## config.mk

```make
export PLATFORM = sky130hd
export DESIGN_NAME = ram_sram_controller_flat
export DESIGN_NICKNAME = d
export VERILOG_FILES = /design/src/rtl/ram_pkg.sv /design/src/rtl/ram_sram_controller_if.sv /design/src/rtl/ram_read_buffer.sv /design/src/rtl/ram_sram_controller.sv /design/src/flat_wrapper.sv
export SDC_FILE = /design/constraint.sdc
export NUM_CORES = 1
export LEC_CHECK = 0
export BUFFER_PORTS_ARGS = -buffer_cell sky130_fd_sc_hd__buf_2
export CAP_MARGIN = 40
export CORE_MARGIN = 4
export CORE_UTILIZATION = 39
export CTS_CLUSTER_SIZE = 24
export DETAILED_ROUTE_END_ITERATION = 10
export PLACE_DENSITY = 0.73
export SLEW_MARGIN = 20
export SYNTH_ARGS = -nofsm -noshare
export SYNTH_HDL_FRONTEND = slang
export SYNTH_HIERARCHICAL = 1
export SYNTH_SLANG_ARGS = --single-unit
```

## constraint.sdc

```tcl
create_clock -name CLK -period 2.1 [get_ports CLK]
set_input_delay 0.315 -clock CLK [delete_from_list [all_inputs] [get_ports CLK]]
set_output_delay 0.315 -clock CLK [all_outputs]
set_load 0.03 [all_outputs]
```

## src/rtl/ram_pkg.sv

```systemverilog
// ram_pkg: shared state encoding and counter width for the RAM_IF SRAM controller.
package ram_pkg;
    typedef enum logic [2:0] {IDLE, RD, WR, RF, HOLD, RELEASE} ram_state_t;
    localparam int WAIT_CNT_BITS = 4;
endpackage

```

## src/rtl/ram_sram_controller_if.sv

```systemverilog
// ram_sram_controller_if: RAM_IF host bus; the host holds a strobe low until ACK_n pulses.
interface ram_sram_controller_if #(parameter int ADDR_BIT_WIDTH = 24);
    logic [ADDR_BIT_WIDTH-1:0] ADDR;
    logic                      OE_n;
    logic                      WE_n;
    logic                      RFSH_n;
    logic [7:0]                DIN;
    logic [15:0]               DOUT;
    logic                      ACK_n;
    modport master (output ADDR, OE_n, WE_n, RFSH_n, DIN, input DOUT, ACK_n);
    modport slave (input ADDR, OE_n, WE_n, RFSH_n, DIN, output DOUT, ACK_n);
endinterface

```

## src/rtl/ram_read_buffer.sv

```systemverilog
// ram_read_buffer: one-word read buffer (valid + word address + data), built only with RAM_SRAM_CTRL_READ_BUFFER_EN.
`ifdef RAM_SRAM_CTRL_READ_BUFFER_EN
module ram_read_buffer #(parameter int AW = 23) (
    input  logic          CLK,
    input  logic          RESET_n,
    input  logic [AW-1:0] lookup_addr,
    input  logic          fill,
    input  logic [AW-1:0] fill_addr,
    input  logic [15:0]   fill_data,
    input  logic          upd,
    input  logic [AW-1:0] upd_addr,
    input  logic          upd_hi,
    input  logic [7:0]    upd_data,
    output logic          hit,
    output logic [15:0]   data
);
    logic          valid;
    logic [AW-1:0] tag;
    assign hit = valid && tag == lookup_addr;
    always_ff @(posedge CLK or negedge RESET_n) begin
        if (!RESET_n) begin
            valid <= 1'b0;
            tag   <= '0;
            data  <= '0;
        end else if (fill) begin
            valid <= 1'b1;
            tag   <= fill_addr;
            data  <= fill_data;
        end else if (upd && valid && tag == upd_addr) begin
            if (upd_hi) data[15:8] <= upd_data;
            else data[7:0] <= upd_data;
        end
    end
endmodule
`endif

```

## src/rtl/ram_sram_controller.sv

```systemverilog
// ram_sram_controller: RAM_IF device terminator driving a 16-bit async SRAM.
// Optional read buffer enabled by `RAM_SRAM_CTRL_READ_BUFFER_EN.
module ram_sram_controller
    import ram_pkg::*;
#(
    parameter int ADDR_BIT_WIDTH = 24,
    parameter int WAIT_CYCLES    = 2
) (
    input  logic                      CLK,
    input  logic                      RESET_n,
    ram_sram_controller_if.slave      host,
    output logic [ADDR_BIT_WIDTH-2:0] SRAM_A,
    input  logic [15:0]               SRAM_DQ_I,
    output logic [15:0]               SRAM_DQ_O,
    output logic                      SRAM_DQ_OE,
    output logic                      SRAM_CE_n,
    output logic                      SRAM_OE_n,
    output logic                      SRAM_WE_n,
    output logic                      SRAM_LB_n,
    output logic                      SRAM_UB_n
);
    localparam logic [WAIT_CNT_BITS-1:0] W = WAIT_CYCLES[WAIT_CNT_BITS-1:0];
    ram_state_t                state, nxt;
    logic [WAIT_CNT_BITS-1:0]  cnt;
    logic [ADDR_BIT_WIDTH-1:0] addr_q;
    logic [7:0]                din_q;
    logic                      is_wr, hit_q, req, hit, hit_rd, cap, access, lanes_on;
    logic [15:0]               dout_q, buf_data;
    assign req       = ~&{host.OE_n, host.WE_n, host.RFSH_n};
    assign hit_rd    = state == IDLE && host.WE_n && !host.OE_n && hit;
    assign cap       = state == RD && !hit_q && cnt == W;
    assign SRAM_A    = addr_q[ADDR_BIT_WIDTH-1:1];
    assign SRAM_DQ_O = {din_q, din_q};
    assign host.DOUT = dout_q;
`ifdef RAM_SRAM_CTRL_READ_BUFFER_EN
    ram_read_buffer #(.AW(ADDR_BIT_WIDTH-1)) u_buf (
        .CLK        (CLK),
        .RESET_n    (RESET_n),
        .lookup_addr(host.ADDR[ADDR_BIT_WIDTH-1:1]),
        .fill       (cap),
        .fill_addr  (addr_q[ADDR_BIT_WIDTH-1:1]),
        .fill_data  (SRAM_DQ_I),
        .upd        (state == HOLD && is_wr),
        .upd_addr   (addr_q[ADDR_BIT_WIDTH-1:1]),
        .upd_hi     (addr_q[0]),
        .upd_data   (din_q),
        .hit        (hit),
        .data       (buf_data)
    );
`else
    assign hit      = 1'b0;
    assign buf_data = '0;
`endif
    always_ff @(posedge CLK or negedge RESET_n) begin
        if (!RESET_n) begin
            state  <= IDLE;
            cnt    <= '0;
            addr_q <= '0;
            din_q  <= '0;
            is_wr  <= 1'b0;
            hit_q  <= 1'b0;
            dout_q <= '0;
        end else begin
            state <= nxt;
            cnt   <= state == IDLE ? '0 : cnt + 1'b1;
            if (state == IDLE) hit_q <= hit_rd;
            if (state == IDLE && req) begin
                addr_q <= host.ADDR;
                din_q  <= host.DIN;
                is_wr  <= !host.WE_n;
            end
            if (cap) dout_q <= SRAM_DQ_I;
            else if (hit_rd) dout_q <= buf_data;
        end
    end
    // Strobes decode straight from state so an async reset releases them immediately.
    always_comb begin
        nxt = state;
        case (state)
            IDLE:    nxt = !host.WE_n ? WR : !host.OE_n ? RD : !host.RFSH_n ? RF : IDLE;
            RD:      nxt = hit_q ? RELEASE : cnt == W ? HOLD : RD;
            WR:      nxt = cnt == W ? HOLD : WR;
            RF:      nxt = cnt[0] ? RELEASE : RF;
            HOLD:    nxt = RELEASE;
            RELEASE: nxt = req ? RELEASE : IDLE;
            default: nxt = IDLE;
        endcase
        access     = (state == RD && !hit_q) || state == WR;
        lanes_on   = access || state == HOLD;
        SRAM_CE_n  = !access;
        SRAM_OE_n  = !(state == RD && !hit_q);
        SRAM_WE_n  = state != WR;
        SRAM_LB_n  = !(lanes_on && (!is_wr || !addr_q[0]));
        SRAM_UB_n  = !(lanes_on && (!is_wr || addr_q[0]));
        SRAM_DQ_OE = is_wr && (state == WR || state == HOLD);
        host.ACK_n = !(state == HOLD || (state == RF && cnt[0]) || (state == RD && hit_q));
    end
endmodule

```

## src/flat_wrapper.sv

```systemverilog
// flat-port wrapper written by rule: the top's interface ports become plain ports
module ram_sram_controller_flat import ram_pkg::*;
#(
    parameter int ADDR_BIT_WIDTH = 24,
    parameter int WAIT_CYCLES    = 2
)
  (CLK, RESET_n, SRAM_A, SRAM_DQ_I, SRAM_DQ_O, SRAM_DQ_OE, SRAM_CE_n, SRAM_OE_n, SRAM_WE_n, SRAM_LB_n, SRAM_UB_n, host_ADDR, host_OE_n, host_WE_n, host_RFSH_n, host_DIN, host_DOUT, host_ACK_n);
  ram_sram_controller_if #(.ADDR_BIT_WIDTH(ADDR_BIT_WIDTH)) host_i ();
  input  logic CLK;
  input  logic RESET_n;
  output logic [ADDR_BIT_WIDTH-2:0] SRAM_A;
  input  logic [15:0] SRAM_DQ_I;
  output logic [15:0] SRAM_DQ_O;
  output logic SRAM_DQ_OE;
  output logic SRAM_CE_n;
  output logic SRAM_OE_n;
  output logic SRAM_WE_n;
  output logic SRAM_LB_n;
  output logic SRAM_UB_n;
  input wire logic [$bits(host_i.ADDR)-1:0] host_ADDR;
  input wire logic [$bits(host_i.OE_n)-1:0] host_OE_n;
  input wire logic [$bits(host_i.WE_n)-1:0] host_WE_n;
  input wire logic [$bits(host_i.RFSH_n)-1:0] host_RFSH_n;
  input wire logic [$bits(host_i.DIN)-1:0] host_DIN;
  output wire logic [$bits(host_i.DOUT)-1:0] host_DOUT;
  output wire logic [$bits(host_i.ACK_n)-1:0] host_ACK_n;
  assign host_i.ADDR = host_ADDR;
  assign host_i.OE_n = host_OE_n;
  assign host_i.WE_n = host_WE_n;
  assign host_i.RFSH_n = host_RFSH_n;
  assign host_i.DIN = host_DIN;
  assign host_DOUT = host_i.DOUT;
  assign host_ACK_n = host_i.ACK_n;
  ram_sram_controller #(.ADDR_BIT_WIDTH(ADDR_BIT_WIDTH), .WAIT_CYCLES(WAIT_CYCLES)) u_core (.CLK(CLK), .RESET_n(RESET_n), .host(host_i), .SRAM_A(SRAM_A), .SRAM_DQ_I(SRAM_DQ_I), .SRAM_DQ_O(SRAM_DQ_O), .SRAM_DQ_OE(SRAM_DQ_OE), .SRAM_CE_n(SRAM_CE_n), .SRAM_OE_n(SRAM_OE_n), .SRAM_WE_n(SRAM_WE_n), .SRAM_LB_n(SRAM_LB_n), .SRAM_UB_n(SRAM_UB_n));
endmodule
```

=== After elaboration in Yosys (flattened, before gate mapping) ===
Index checks and enable logic that the tools add are counted.

* Bits of input ports: 53
* Register bits: 56

* Reduce and logical (&&, ||, !) cells: 23
* $add $sub $neg: 1
* Equality and inequality tests: 7
* Multiplexer cells: 9

{| class="wikitable"
|+ Operators with widths
! operator !! number
|-
| $mux 3 || 6
|-
| $pmux 3 s6 || 1
|-
| $logic_not 1->1 || 9
|-
| $eq 3x2->1 const B || 2
|-
| $eq 3x3->1 const B || 2
|-
| $logic_and 1x1->1 || 6
|-
| $logic_or 1x1->1 || 6
|-
| $add 4x1->4 const B || 1
|-
| $eq 4x2->1 const B || 1
|-
| $mux 4 || 1
|-
| $eq 3x1->1 const B || 1
|-
| $logic_not 3->1 || 1
|-
| $ne 3x2->1 const B || 1
|-
| $reduce_and 3->1 || 1
|-
| $mux 2 || 1
|}

=== Depth between registers and ports, before layout ===
* Depth in word-level cells: 5
* Depth in mapped cells: 7
* Depth with buffers taken out: 5

=== Worst setup path after synthesis ===
Ideal clock, no wire load.

* Path type: flip-flop to flip-flop
* Start point: register u_core.cnt[0]
* End point: register u_core.dout_q[0], in the netlist u_core/host.DOUT[0]
* Cell stages (with the launch flop): 8
* Path slack: 9 ps
* Library setup time: 125 ps
* Arrival time: 1966 ps
* Required time: 1975 ps
* Cell sequence: dfrtp_1 inv_1 ha_1 or3b_4 or4_4 buf_6 buf_12 mux2_4

* Cells in the longest elaborated chain, start to end: 2

{| class="wikitable"
|+ Ends and longest elaborated chain
! item !! line !! RTL
|-
| from (decl) || ram_sram_controller.sv:24 || <nowiki>logic [WAIT_CNT_BITS-1:0] cnt;</nowiki>
|-
| from (signal assigned) || ram_sram_controller.sv:65 || <nowiki>cnt <= state == IDLE ? '0 : cnt + 1'b1;</nowiki>
|-
| $eq 4x2->1 || ram_sram_controller.sv:31 || <nowiki>assign cap = state == RD && !hit_q && cnt == W;</nowiki>
|-
| $logic_and 1x1->1 || ram_sram_controller.sv:31 ||
|-
| to (signal assigned) || ram_sram_controller.sv:73 || <nowiki>else if (hit_rd) dout_q <= buf_data;</nowiki>
|-
| to (decl) || ram_sram_controller.sv:28 || <nowiki>logic [15:0] dout_q, buf_data;</nowiki>
|}

No other way between the ends.
A chain may end at the register's enable or synchronous reset.

=== Final worst setup path ===
* Start point: register u_core.cnt[0]
* End point: register u_core.dout_q[4], in the netlist u_core/host.DOUT[4]

The elaborated chain is that of the path after synthesis.

==> summary.txt <==
Status = finished, final reports clean
Arrival @ worst endpoint = 2.20 ns
Max rail drop VDD = 0.821 mV
Gr ovfl total = 0
DR WL/cell = 13.3 um
Final hold violation count = 0
Cells after Synth = 187
Via count = 1589
Die Area = 7920 um^2
Number of remaining DRC errors = 0
Num CTS Buffers = 5
Longest Clk Path Bufs = 2
R2R Setup Slk = 0.1 ns
Initial antenna violation count = 0
Fin crit period = 2.00 ns
Commonest cells in the netlist = dfrtp_1 (56), mux2_2 (39), buf_4 (31)
Unrepaired setup endpoints after global routing = no
Total clock sinks = 56
Cells along the critical path = inv_1 > ha_1 > or3b_4 > or4_4 > mux2_4
Final Total Pwr = 5.97 mW
Vias in the first global route = 1553
Startpoint Class = register
Die outline width = 89.0 um
TNS Setup = 0 ns
Launch point of the worst path = u_core/cnt[0]$_DFF_PN0_
Fillcell total = 589
Hold-fix buffers at CTS = 0
First-pass DRT Iterations = 4
Post-route ant nets = 0
Ant. Diodes = 0
Total of max-cap violations = 0
Clk Tree Root Cell = clkbuf_8
Worst Reg-to-Reg Cells = 5
Pleak = 1.56 nW
Post-Syn Nets = 242
Htree depth = 2
Postcts setup bufs = 0
Count leader, synth = dfrtp_1
Placer Congestion = 0.795
Chip Height = 89.0 um
Cell Area, Synth = 2560 um^2
First-pass GRT wire length = 7180 um
Layout area overhead = 21.1%
Initial Util = 40.3%
Peak fanout along the critical path = 17
GRT Util Overall = 12.0%
Clock Latency Late Sink = 0.30 ns
WHS = 0.0338 ns
Seq/Total Area, Yosys = 54.7%
Io pins = 115
Slew HR = 55.8%
Largest cells by area after synthesis = dfrtp_1 (55%), mux2_2 (17%), buf_4 (9.1%)
Core area = 6350 um^2
CP Capture Type = register
FF+latch count, synth = 56
Nets = 329
CTS tree = done
I/O Buffers = 114
Fraction of registers with async set/reset = 100%
Cell taking the most area after synthesis = dfrtp_1
Share of post-route cells with drive strength above 1 = 65.1%
Most used DFF post-synth = dfrtp_1
Critical path type = reg -> reg
DPL Wire Length = 3720 um
CTS clk-pin slew, worst paths = 0.09 ns
Fin. max-slew vios = 0
Worst R2R Start = u_core/cnt[0]$_DFF_PN0_
Slew @ Worst Pin = 0.664 ns
Max Fclk = 500 MHz
# rows = 29
Vias/cell = 4.51
Largest net degree at the start of global routing = 33
Clock skew = 0.00526 ns
RR Endpoint = u_core/host.DOUT[4]$_DFFE_PN0P_
Syn Area/Cell = 13.7 um^2
Drt first-iter violations = 33
Power density cells = 1930 nW/um^2
Final setup fails = 0
Part of the cycle the worst path needs = 95.3%
Top cell type's share of synthesized area = 54.7%
Max incr delay on CP = 0.59 ns
Post-synth EDFFs = 0
Hold Crit Class = in -> async
Post-cts resize count = 0
Worst path slowest cell = or4_4
Worst path required time = 2.30 ns
Total routed wirelength = 4680 um
Yosys Warn Count = 6
Synth unique cells = 35
-- kinds of logic after synthesis --
kind of cell / after synthesis / synth area share (%)
flops: 56 / 54.7
mux: 48 / 22.4
buf+inv: 44 / 12.8
simple gates: 23 / 4.99
compound gates: 11 / 3.08
xor+xnor: 3 / 1.03
fa+ha+maj: 2 / 0.977
-- worst max-delay path, delay by kind of cell (launching register included) --
kind                     cells  cell delay, ns
AND/OR/NAND/NOR              2            0.98
flip-flops                   1            0.38
multiplexers                 1            0.35
adder cells (fa/ha/maj)      1            0.12
buffers and inverters        1            0.06
-- layout make-up --
class / count / area (um^2) / area share, %
clock buffer: 5 / 68.8 / 2.22
multi-input combinational: 87 / 843 / 27.2
clock inverter: 3 / 42.5 / 1.37
sequential: 56 / 1400 / 45.2
tap: 77 / 96.3 / 3.11
inverter: 6 / 22.5 / 0.726
timing repair buffer: 118 / 626 / 20.2
-- worst max path at each step --
stage                                             to  slack (ns)  depth (start not counted)
floorplan            u_core/host.DOUT[0]$_DFFE_PN0P_       0.009                          7
global placement     u_core/host.DOUT[4]$_DFFE_PN0P_        0.12                          5
detailed placement  u_core/host.DOUT[14]$_DFFE_PN0P_        0.10                          5
CTS                  u_core/host.DOUT[0]$_DFFE_PN0P_        0.09                          5
global route         u_core/host.DOUT[4]$_DFFE_PN0P_        0.04                          5
finish               u_core/host.DOUT[4]$_DFFE_PN0P_         0.1                          5
-- per-stage QoR --
| stage | worst slack (ns) | area (um^2) | util [%] | std cells |
|---|---|---|---|---|
| final | 0.0985 | 3100 | 48.8 | 352 |
| after global routing | 0.0411 | 3100 | 48.8 | 352 |
| after CTS | 0.0909 | 3100 | 48.8 | 352 |
| after floorplan | 0.00852 | 2560 | - | 187 |
| after global placement | 0.116 | 2990 | 47.1 | 344 |
| after detailed placement | 0.103 | 2990 | 47.1 | 344 |
-- state kept, by name (all words and copies together), names as in the netlist --
signal / cells
u_core/addr_q: 24
u_core/host.DOUT: 16
u_core/din_q: 8
u_core/cnt: 4
u_core/state: 3
u_core/is_wr: 1
-- metal layers --
layer / vias to the layer above / share of wire (%) / track usage [%]
li1: 774 / - / -
met1: 729 / 39 / 14.3
met2: 79 / 48 / 19.9
met3: 7 / 11 / 3.96
met4: 0 / 1.5 / 5.01
met5: - / 0 / 0
-- cells in the final DEF, fill, tap and decap left out, types with 2 or more instances in the layout --
master | synthesis | final
buf_2 | 0 | 114
dfrtp_1 | 56 | 56
mux2_2 | 39 | 39
mux2_4 | 9 | 9
clkbuf_8 | 1 | 5
inv_1 | 5 | 5
nor2_1 | 5 | 5
nand2_1 | 5 | 5
nand3_1 | 3 | 3
nand2b_1 | 3 | 3
o311ai_0 | 2 | 2
xnor2_1 | 2 | 2
ha_1 | 2 | 2
buf_12 | 1 | 2
buf_4 | 31 | 2
-- power breakdown --
group	switching, mW	leakage, nW	internal, mW	total, mW
clock network	0.336	0.0541	0.353	0.689
logic	2.05	0.842	1.28	3.32
registers	0.324	0.662	1.63	1.96
total	2.71	1.56	3.26	5.97
Note: power is estimated with default switching activity, not from simulation.
